`src/rtl/mem_arbiter_pkg.sv`:
```
// Shared constants for the CPU memory path: data width, the word-size
// funct3 code and the arbiter FSM state encodings. The CPU core imports the
// same package so both sides agree on the encodings.
package mem_arbiter_pkg;

    localparam int unsigned XLEN = 32;

    // funct3 code for a full 32-bit word access (LW/SW); fetches always use it
    localparam logic [2:0] FUNCT3_WORD = 3'b010;

    typedef enum logic [1:0] {
        IDLE   = 2'd0,
        BUSY_I = 2'd1,
        BUSY_D = 2'd2
    } arb_state_t;

endpackage

```
`src/rtl/mem_arb_timer.sv`:
```
// Transaction timeout counter for mem_arbiter.
// Ports:
//   clk, rst_n : clock, asynchronous active-low reset
//   clr        : zero the count (takes priority over en)
//   en         : count this cycle (transaction outstanding, no completion)
//   limit      : number of counted cycles that constitutes a timeout
//   expired    : high in the cycle whose count reaches limit
module mem_arb_timer (
    input  logic        clk,
    input  logic        rst_n,
    input  logic        clr,
    input  logic        en,
    input  logic [31:0] limit,
    output logic        expired
);

    logic [31:0] cnt;

    // cnt holds the cycles already counted; the current enabled cycle is the
    // (cnt+1)-th, so the timeout fires in the limit-th waiting cycle itself.
    assign expired = en && ((cnt + 32'd1) == limit);

    always_ff @(posedge clk or negedge rst_n) begin
        if (!rst_n) begin
            cnt <= '0;
        end else if (clr) begin
            cnt <= '0;
        end else if (en) begin
            cnt <= cnt + 32'd1;
        end
    end

endmodule

```
`src/rtl/mem_arbiter.sv`:
```
// Arbiter between the CPU instruction-fetch port, the CPU data port and a
// single unified memory. Data wins contention unless the fetch port has
// been passed over STARVE_LIMIT times in a row. A request that sees no
// m_ack for TIMEOUT cycles is terminated with a one-cycle err.
// Ports:
//   clk, rst_n                              : clock, async active-low reset
//   i_req/i_addr -> i_ack/i_err/i_rdata     : fetch port (read-only)
//   d_req/d_we/d_addr/d_wdata/d_funct3
//                -> d_ack/d_err/d_rdata     : data port
//   m_req/m_we/m_addr/m_wdata/m_funct3      : registered memory request
//   m_ack/m_rdata                           : memory completion and read data
module mem_arbiter
    import mem_arbiter_pkg::*;
#(
    parameter int unsigned STARVE_LIMIT = 4,
    parameter int unsigned TIMEOUT      = 255
) (
    input  logic            clk,
    input  logic            rst_n,
    input  logic            i_req,
    input  logic [XLEN-1:0] i_addr,
    output logic            i_ack,
    output logic            i_err,
    output logic [XLEN-1:0] i_rdata,
    input  logic            d_req,
    input  logic            d_we,
    input  logic [XLEN-1:0] d_addr,
    input  logic [XLEN-1:0] d_wdata,
    input  logic [2:0]      d_funct3,
    output logic            d_ack,
    output logic            d_err,
    output logic [XLEN-1:0] d_rdata,
    output logic            m_req,
    output logic            m_we,
    output logic [XLEN-1:0] m_addr,
    output logic [XLEN-1:0] m_wdata,
    output logic [2:0]      m_funct3,
    input  logic            m_ack,
    input  logic [XLEN-1:0] m_rdata
);

    localparam logic [2:0] STARVE_MAX = 3'(STARVE_LIMIT);

    arb_state_t state;
    logic [2:0] starve_cnt;
    logic       busy;
    logic       tmo_en;
    logic       tmo_clr;
    logic       tmo_expired;
    logic       done;
    logic       grant_i;
    logic       grant_d;

    assign busy    = (state == BUSY_I) || (state == BUSY_D);
    // The timer only counts cycles without m_ack, so completion in the
    // timeout cycle suppresses expiry and the ack wins.
    assign tmo_en  = busy && !m_ack;
    assign done    = busy && (m_ack || tmo_expired);
    assign tmo_clr = !busy || done;

    mem_arb_timer u_timer (
        .clk     (clk),
        .rst_n   (rst_n),
        .clr     (tmo_clr),
        .en      (tmo_en),
        .limit   (32'(TIMEOUT)),
        .expired (tmo_expired)
    );

    // Data has priority; fetch overrides once it has been starved long enough.
    assign grant_i = i_req && (!d_req || (starve_cnt == STARVE_MAX));
    assign grant_d = d_req && !grant_i;

    // Responses are combinational from m_ack so the requester sees its
    // completion in the same cycle the memory does.
    assign i_ack   = (state == BUSY_I) && m_ack;
    assign d_ack   = (state == BUSY_D) && m_ack;
    assign i_err   = (state == BUSY_I) && tmo_expired;
    assign d_err   = (state == BUSY_D) && tmo_expired;
    assign i_rdata = i_ack ? m_rdata : '0;
    assign d_rdata = d_ack ? m_rdata : '0;

    // FSM with registered memory-side outputs: no path from any *_req to m_*.
    always_ff @(posedge clk or negedge rst_n) begin
        if (!rst_n) begin
            state      <= IDLE;
            starve_cnt <= '0;
            m_req      <= 1'b0;
            m_we       <= 1'b0;
            m_addr     <= '0;
            m_wdata    <= '0;
            m_funct3   <= '0;
        end else begin
            case (state)
                IDLE: begin
                    if (grant_i) begin
                        state      <= BUSY_I;
                        m_req      <= 1'b1;
                        m_we       <= 1'b0;
                        m_addr     <= i_addr;
                        m_wdata    <= '0;
                        m_funct3   <= FUNCT3_WORD;
                        starve_cnt <= '0;
                    end else if (grant_d) begin
                        state    <= BUSY_D;
                        m_req    <= 1'b1;
                        m_we     <= d_we;
                        m_addr   <= d_addr;
                        m_wdata  <= d_wdata;
                        m_funct3 <= d_funct3;
                        // Only a grant that actually passed over a waiting
                        // fetch counts toward starvation.
                        if (i_req && (starve_cnt != STARVE_MAX))
                            starve_cnt <= starve_cnt + 3'd1;
                    end
                end
                BUSY_I, BUSY_D: begin
                    if (done) begin
                        state <= IDLE;
                        m_req <= 1'b0;
                    end
                end
                default: begin
                    state <= IDLE;
                    m_req <= 1'b0;
                end
            endcase
        end
    end

endmodule

```
`config.mk`:
```
export PLATFORM = sky130hd
export DESIGN_NAME = mem_arbiter
export DESIGN_NICKNAME = d
export VERILOG_FILES = /design/src/rtl/mem_arbiter_pkg.sv /design/src/rtl/mem_arb_timer.sv /design/src/rtl/mem_arbiter.sv
export SDC_FILE = /design/constraint.sdc
export NUM_CORES = 1
export LEC_CHECK = 0
export ABC_AREA = 1
export CORE_MARGIN = 5
export CORE_UTILIZATION = 50
export CTS_CLUSTER_SIZE = 14
export DETAILED_ROUTE_END_ITERATION = 10
export DONT_BUFFER_PORTS = 1
export REMOVE_ABC_BUFFERS = 1
export SLEW_MARGIN = 0
export SYNTH_ARGS = -nofsm -noshare
export SYNTH_HDL_FRONTEND = slang
export SYNTH_SLANG_ARGS = --single-unit
```
`constraint.sdc`:
```
create_clock -name clk -period 6 [get_ports clk]
set_input_delay 1.2 -clock clk [delete_from_list [all_inputs] [get_ports clk]]
set_output_delay 1.2 -clock clk [all_outputs]
set_load 0.05 [all_outputs]
```
Word level (Yosys, flattened, before mapping). Cells that the tools add are included. W data, S select, Z words.

Flip-flop bits (word level): 106. Input bits: 137. Output and inout bits: 137.

Add/subtract/negate cells: 2. Equality and inequality tests: 7. Muxes and demuxes: 23. Reduce and logical (&&, ||, !) cells: 26.

Operators by type and width (count): $mux W32 (8); $add A32 B1 Y32 const B (1); $eq A32 B8 Y1 const B (1); $mux W3 (5); $logic_and A1 B1 Y1 (10); $mux W2 (3); $ne A3 B3 Y1 const B (2); $reduce_bool A2 Y1 (3); $mux W1 (5); $logic_not A1 Y1 (4); $logic_or A1 B1 Y1 (4); $pmux W2 S2 (1); $reduce_and A2 Y1 (2); $add A3 B1 Y3 const B (1); $eq A3 B3 Y1 const B (1); $reduce_and A3 Y1 (1); $eq A2 B1 Y1 const B (1); $eq A2 B2 Y1 const B (1); $logic_not A2 Y1 (1); $ne A2 B2 Y1 const B (1); $pmux W1 S2 (1); $reduce_or A2 Y1 (1).

Depth between registers and ports, before layout. Gate-level depths: netlist (run 1).

Word-level depth: 8. Mapped depth: 16.

By module. Synthesis (run 1) repeated with hierarchy kept, for this count alone.

Cell total of the unflattened synthesis: 1067. Area total of the unflattened synthesis: 6860.3 sq um.

Modules (own cells, without submodules): mem_arbiter (times used 1, cells an instance 588, area each 4056.4 sq um); mem_arb_timer (times used 1, cells an instance 479, area each 2803.9 sq um).

Worst setup path after synthesis (run 1). No wires, ideal clock.

Path type: register to output. Start point: register u_timer.cnt[1]. End point: output d_err. Data arrival time: 2320 ps. Path slack: 2480 ps. Cell stages (with the launch flop): 13. Cells stage by stage: dfrtp_1 ha_1 nand2_1 nor2_2 nand2_2 nor2_4 xnor2_1 nand2_1 nor3_1 nand3_1 nor2_1 nand3_1 nor2_1.

Longest elaborated chain between the ends: 4.

RTL lines: start: declaration (line mem_arb_timer.sv:17) `logic [31:0] cnt;`; start signal: assignment (line mem_arb_timer.sv:29) `cnt <= cnt + 32'd1;`; $add A32 B1 Y32 (line mem_arb_timer.sv:21) `assign expired = en && ((cnt + 32'd1) == limit);`; $eq A32 B8 Y1 (line mem_arb_timer.sv:21); $logic_and A1 B1 Y1 (line mem_arb_timer.sv:21); $logic_and A1 B1 Y1 (line mem_arbiter.sv:79) `assign d_err = (state == BUSY_D) && tmo_expired;`; end: declaration (line mem_arbiter.sv:31) `output logic d_err,`.

No other way between the ends.

Final worst setup path (run 1). Ends and elaborated chain as after synthesis.

==> results.yml, run 1 <==
global_routing:
  gr-total-overflow: 0
  grt_max_degree: 107
  grt_pass1_vias: 4947
  grt_usage_pct: 22.8
  antenna_found_initial: 0
  grt_pass1_wl_mm: 26.1
pwr:
  vdd_drop_max_v: 0.000388
  p_int_w: 0.00149
  pwr-share-comb_pct: 23.6
  pwr_density_cell_nw_per_um2: 534
  p_seq_share_pct: 57.8
  cellLeakagePower_nw: 2.94
  switching_share_pct: 55.4
  p_sw_w: 0.00185
  pwr-share-clk_pct: 18.6
timing:
  fin_tns_setup_ps: 0
  period_needed_ps: 4330
  drv_slew: 0
  rsz0062_at_grt: "false"
  setup_viol: 0
  period_share_pct: 72.1
  maxSlewHeadroom_pct: 27.5
  max_freq_mhz: 231
  fin_skew_ps: 10.6
  worst_pin_slew_ps: 1090
  hold_viol: 0
logic_synthesis:
  synthDistinctLibCells: 31
  syn_inst: 825
  async_flop_share_pct: 100
  ys_seq_elements: 106
  seq_area_frac_synth_pct: 45.1
  synthFlopType: "dfrtp_1"
  avgSynthCellArea_um2: 7.13
  yosysWarnings: 0
  synth_edf_count: 0
  syn_area_um2: 5880
critical_path:
  critical_path_required_ps: 4800
  r2r_cells: 16
  crit_arrival_ps: 3130
  critPathCaptureType: "output port"
  critPathMaxFanout: 5
  cp-start-kind: "flop"
  crit_type: "flop to output port"
floorplan:
  die_w_um: 118
  ioPinCount: 274
  core_area_um2: 11500
  fp.dieH_um: 118
  num_rows: 39
  dieArea_um2: 14000
  start_util_pct: 51.3
clock_network:
  clkTransAtPathRegs_ps: 70
  cts_tree: "yes"
  cts_setup_buffers: 0
  cts.sinks: 106
  cts_buffer_depth: 2
  htree_levels: 3
  clock_latency_ps: 350
  cts-root-buf: "clkbuf_16"
  cts_repair_resize_count: 0
  cts_made_buffers: 9
  hold_buffers: 0
detailed_routing:
  highest_layer: "met4"
  drt-wirelength-per-cell_um: 17.2
  drt-initial-drc-count: 354
  dr.pass1.iters: 5
  drt.antenna.violating_nets: 0
  wl_met1_mm: 6.38
  wl_mm: 16.3
  vias: 5114
  vias_per_cell: 5.37
  wl_met3_mm: 1.58
  met2WireLength_mm: 8.21
  drc: 0
final_layout:
  fillCellCount: 1097
  antenna_cells: 0
  layout-drive-gt1-share_pct: 5.44
  fin_cells: 952
  layout.nets: 948
  syn_to_final_growth_pct: 6.17
job:
  max-cap-violations: 0
place:
  place_congestion: 0.940
  hpwl_mm: 12.6
  io_buffers: 0
  dp_cells: 936
status:
  outcome: "finished clean"
hold_path:
  hold_class: "flop to flop"
  worstHoldPathCells: 1
[cells in the mapped netlist (3+ instances only)]
master / count / area, um^2
xor2_1: 3 / 26.3
inv_1: 115 / 432
nor2_2: 4 / 25.0
clkbuf_1: 26 / 97.6
o21ai_0: 40 / 200
nor2_4: 5 / 56.3
dfrtp_1: 106 / 2650
nand3_1: 56 / 280
nor2_1: 177 / 664
nand3b_1: 12 / 90.1
buf_1: 5 / 18.8
xnor2_1: 4 / 35.0
a21oi_1: 3 / 15.0
a31oi_1: 32 / 200
a21oi_2: 9 / 78.8
ha_1: 7 / 87.6
nand2_2: 4 / 25.0
nor3_1: 3 / 15.0
nand2_1: 194 / 728
nand4_1: 4 / 25.0
[power by group through the flow]
stage	sequential (W)	clock [W]	combinational (W)
after floorplan	0.00186	0	0.000676
after detailed placement	0.00194	0	0.000799
after global placement	0.00195	0	0.000767
after CTS	0.00193	0.000635	0.000794
final	0.00192	0.000621	0.000787
after global routing	0.00195	0.000666	0.000889
[final timing paths]
path / from / end / slack (ps)
setup / recovery: u_timer.cnt[1]$_DFFE_PN0P_ / d_err / 1670
hold / removal: u_timer.cnt[0]$_DFFE_PN0P_ / u_timer.cnt[0]$_DFFE_PN0P_ / 480
setup reg to reg: u_timer.cnt[1]$_DFFE_PN0P_ / m_req$_DFFE_PN0P_ / 3310
hold reg to reg: u_timer.cnt[0]$_DFFE_PN0P_ / u_timer.cnt[0]$_DFFE_PN0P_ / 480
max in group asynchronous: rst_n / m_wdata[15]$_DFFE_PN0P_ / 5260
min in group asynchronous: rst_n / u_timer.cnt[12]$_DFFE_PN0P_ / 550
[area by class of cell]
type                            count  area, um^2  area share (%)
Clock inverter                      4        56.3           0.902
Sequential cell                   106        2650            42.5
Tap cell                          143         179            2.87
Clock buffer                       12         256            4.11
Multi-Input combinational cell    569        2650            42.4
Inverter                          116         435            6.98
Timing Repair Buffer                2        15.0           0.241
[flip-flops by register name, summed over array words and instances, names as in the netlist]
register,cells
m_addr,32
m_wdata,32
u_timer.cnt,32
m_funct3,3
starve_cnt,3
state,2
m_req,1
m_we,1
[critical path, stage by stage (launching register included)]
cell     delay (ps)
dfrtp_1         400
ha_1            240
nand2_1          90
nor2_2          180
nand2_2         150
nor2_4          170
xnor2_1         180
nand2_1          80
nor3_1          150
nand3_1         110
nor2_1          110
nand3_1         120
nor2_1          820
[cell families (layout without fill, tap and decap cells)]
family | Yosys count | count (layout) | share of synthesized area (%)
and+or+nand+nor | 465 | 465 | 33.3
AOI/OAI and AO/OA | 90 | 90 | 9.07
buffers and inverters | 150 | 134 | 10.0
DFF | 106 | 106 | 45.1
adders and majority gates | 7 | 7 | 1.49
xor gates and xnor gates | 7 | 7 | 1.04
[per-stage QoR]
stage                     total power [W]  cell area [um^2]  hold slack (ps)  worst slack [ps]  util [%]
after floorplan                   0.00253              5730              444              2140         -
after global placement            0.00272              5930              458              2140      51.7
after detailed placement          0.00274              5930              471              2070      51.7
after CTS                         0.00336              6240              483              1680      54.4
after global routing              0.00351              6240              517              1430      54.4
final                             0.00333              6240              481              1670      54.4
[layer usage]
metal  vias to the layer above  global-route usage [%]
li1                       2513                       -
met1                      2397                    27.2
met2                       186                    39.5
met3                        18                    8.83
met4                         0                    4.32
met5                         -                       0
[placed cells by master (no fill, tap or decap), drive strengths merged]
| master | netlist | final |
|---|---|---|
| and2 | 2 | 2 |
| a31oi | 32 | 32 |
| o21ai | 42 | 42 |
| a21oi | 12 | 12 |
| buf | 8 | 2 |
| xnor2 | 4 | 4 |
| o21bai | 2 | 2 |
| bufinv | 0 | 1 |
| and3 | 2 | 2 |
| clkbuf | 26 | 12 |
| nor2 | 186 | 186 |
| nand2 | 199 | 199 |
| inv | 116 | 119 |
| nor3 | 3 | 3 |
| o21a | 1 | 1 |
| ha | 7 | 7 |
| nand3 | 57 | 57 |
| nand4 | 4 | 4 |
| xor2 | 3 | 3 |
| nand3b | 12 | 12 |
| dfrtp | 106 | 106 |
| o22ai | 1 | 1 |
(Power assumes the default switching activity.)
==> inputs of run 2 (changes only) <==
==> constraint.sdc (replaced) <==
create_clock -name clk -period 4.4 [get_ports clk]
set_input_delay 0.88 -clock clk [delete_from_list [all_inputs] [get_ports clk]]
set_output_delay 0.88 -clock clk [all_outputs]
set_load 0.05 [all_outputs]
==> results.yml, run 2 (synthesized netlist as in run 1, its figures left out) <==
final_layout:
  reg_top3: "m_addr (32), m_wdata (32), u_timer.cnt (32)"
  syn_to_final_growth_pct: 14.3
  layout-drive-gt1-share_pct: 12.7
  final_area_um2: 6720
  final_common_cell: "nand2_1"
  final_cell_mix: "nand2_1, nor2_1, inv_1, dfrtp_1, buf_4"
  fillCellCount: 1066
  antenna_cells: 0
  layout.nets: 1015
  fin_util_pct: 58.6
critical_path:
  critical_path_required_ps: 3520
  cp_cell_sequence: "ha_1 -> nand2_1 -> nor2_2 -> nand2_2 -> nor2_4 -> xnor2_1 -> nand2_1 -> nor3_1 -> nand3_1 -> nor2_1 -> nand3_1 -> nor2_1 -> buf_4"
  worst-path-buf-inv: 1
  critPathMaxFanout: 5
  cp-start-kind: "flop"
  crit_arrival_ps: 2680
  critical_path.slowest_cell: "dfrtp_1"
  critPathTopFamily: "simple AND/OR/NAND/NOR gates"
  crit_type: "flop to output port"
  max_stage_delay_ps: 410
  critPathCaptureType: "output port"
clock_network:
  htree_levels: 3
  cts_tree: "yes"
  cts_buffer_depth: 2
  cts.sinks: 106
  cts_made_buffers: 9
  cts_repair_resize_count: 0
  cts_setup_buffers: 0
  hold_buffers: 0
  clock_latency_ps: 360
  cts-root-buf: "clkbuf_16"
  clkTransAtPathRegs_ps: 70
pwr:
  p_seq_share_pct: 57.0
  pwr-share-comb_pct: 25.8
  pwr-share-clk_pct: 17.2
  cellLeakagePower_nw: 3.29
  p_int_w: 0.00204
  switching_share_pct: 55.7
  pwr_density_cell_nw_per_um2: 685
  p_sw_w: 0.00257
  vdd_drop_max_v: 0.000475
timing:
  maxSlewHeadroom_pct: 27.1
  holdWs_ps: 213
  worst_pin_slew_ps: 1090
  max_freq_mhz: 281
  setup_viol: 0
  period_needed_ps: 3560
  period_share_pct: 80.9
  fin_tns_setup_ps: 0
  drv_slew: 0
  fin_skew_ps: 6.24
  rsz0062_at_grt: "false"
  hold_viol: 0
detailed_routing:
  vias_per_cell: 5.16
  vias: 5258
  drc: 0
  drt.antenna.violating_nets: 0
  dr.pass1.iters: 5
  drt-wirelength-per-cell_um: 16.5
  wl_mm: 16.8
  drt-initial-drc-count: 295
global_routing:
  grt_usage_pct: 23.5
  antenna_found_initial: 0
  grt_pass1_vias: 5058
  gr-total-overflow: 0
  grt_max_degree: 107
  grt_pass1_wl_mm: 27.0
floorplan:
  core_area_um2: 11500
  start_util_pct: 51.3
  dieArea_um2: 14000
  die_w_um: 118
  fp.dieH_um: 118
  ioPinCount: 274
  num_rows: 39
place:
  io_buffers: 0
  hpwl_mm: 12.9
  placed_cell_area_um2: 6430
  place_congestion: 0.864
hold_path:
  hold_class: "input port to asynchronous set/reset pin"
job:
  max-cap-violations: 0
status:
  outcome: "finished clean"
run 2: changes by cell type in the layout (fill, tap and decap cells not counted), sizes merged:
cell and delta:
buf +67, clkbuf -2, bufinv -1, clkinv +1, clkinvlp +1, inv +1
run 2: routing by layer:
metal | up-vias | part of all wire, % | global-route usage (%)
met5 | - | 0 | 0
met4 | 0 | 1.3 | 5.60
met3 | 14 | 8.9 | 8.74
met2 | 180 | 51 | 41.4
met1 | 2418 | 39 | 27.1
li1 | 2646 | - | -
run 2: final timing paths:
| path | to | depth (start not counted) | slack [ps] | start |
|---|---|---|---|---|
| max | i_err | 13 | 840 | u_timer.cnt[1]$_DFFE_PN0P_ |
| min | u_timer.cnt[3]$_DFFE_PN0P_ | 0 | 210 | rst_n |
| max reg2reg | state[0]$_DFFE_PN0P_ | 16 | 1630 | u_timer.cnt[1]$_DFFE_PN0P_ |
| min reg2reg | starve_cnt[2]$_DFFE_PN0P_ | 1 | 490 | starve_cnt[2]$_DFFE_PN0P_ |
| max in group asynchronous | m_wdata[10]$_DFFE_PN0P_ | 0 | 4030 | rst_n |
| min in group clk | starve_cnt[2]$_DFFE_PN0P_ | 1 | 490 | starve_cnt[2]$_DFFE_PN0P_ |
run 2: metrics by stage:
stage,std cells,setup slack (ps),power (W)
2_1_floorplan,791,861,0.00346
3_3_place_gp,1003,1240,0.00381
3_5_place_dp,1003,1210,0.00385
4_1_cts,1019,816,0.00465
5_1_grt,1019,631,0.00484
6_report,1019,840,0.00460
run 2: power groups by stage:
stage | clock, W | combinational, W | sequential [W]
after CTS | 0.000812 | 0.00120 | 0.00264
after global routing | 0.000851 | 0.00133 | 0.00266
after global placement | 0 | 0.00116 | 0.00266
after detailed placement | 0 | 0.00120 | 0.00265
final | 0.000791 | 0.00119 | 0.00262
after floorplan | 0 | 0.000922 | 0.00253
run 2: layout make-up:
cell class | instances | area, um^2 | area share, %
clock buffers | 10 | 229 | 3.41
clock inverters | 6 | 58.8 | 0.875
inverters | 116 | 435 | 6.48
multi-input cells | 569 | 2650 | 39.4
flip-flops and latches | 106 | 2650 | 39.5
well taps | 143 | 179 | 2.66
repair buffers | 69 | 518 | 7.71
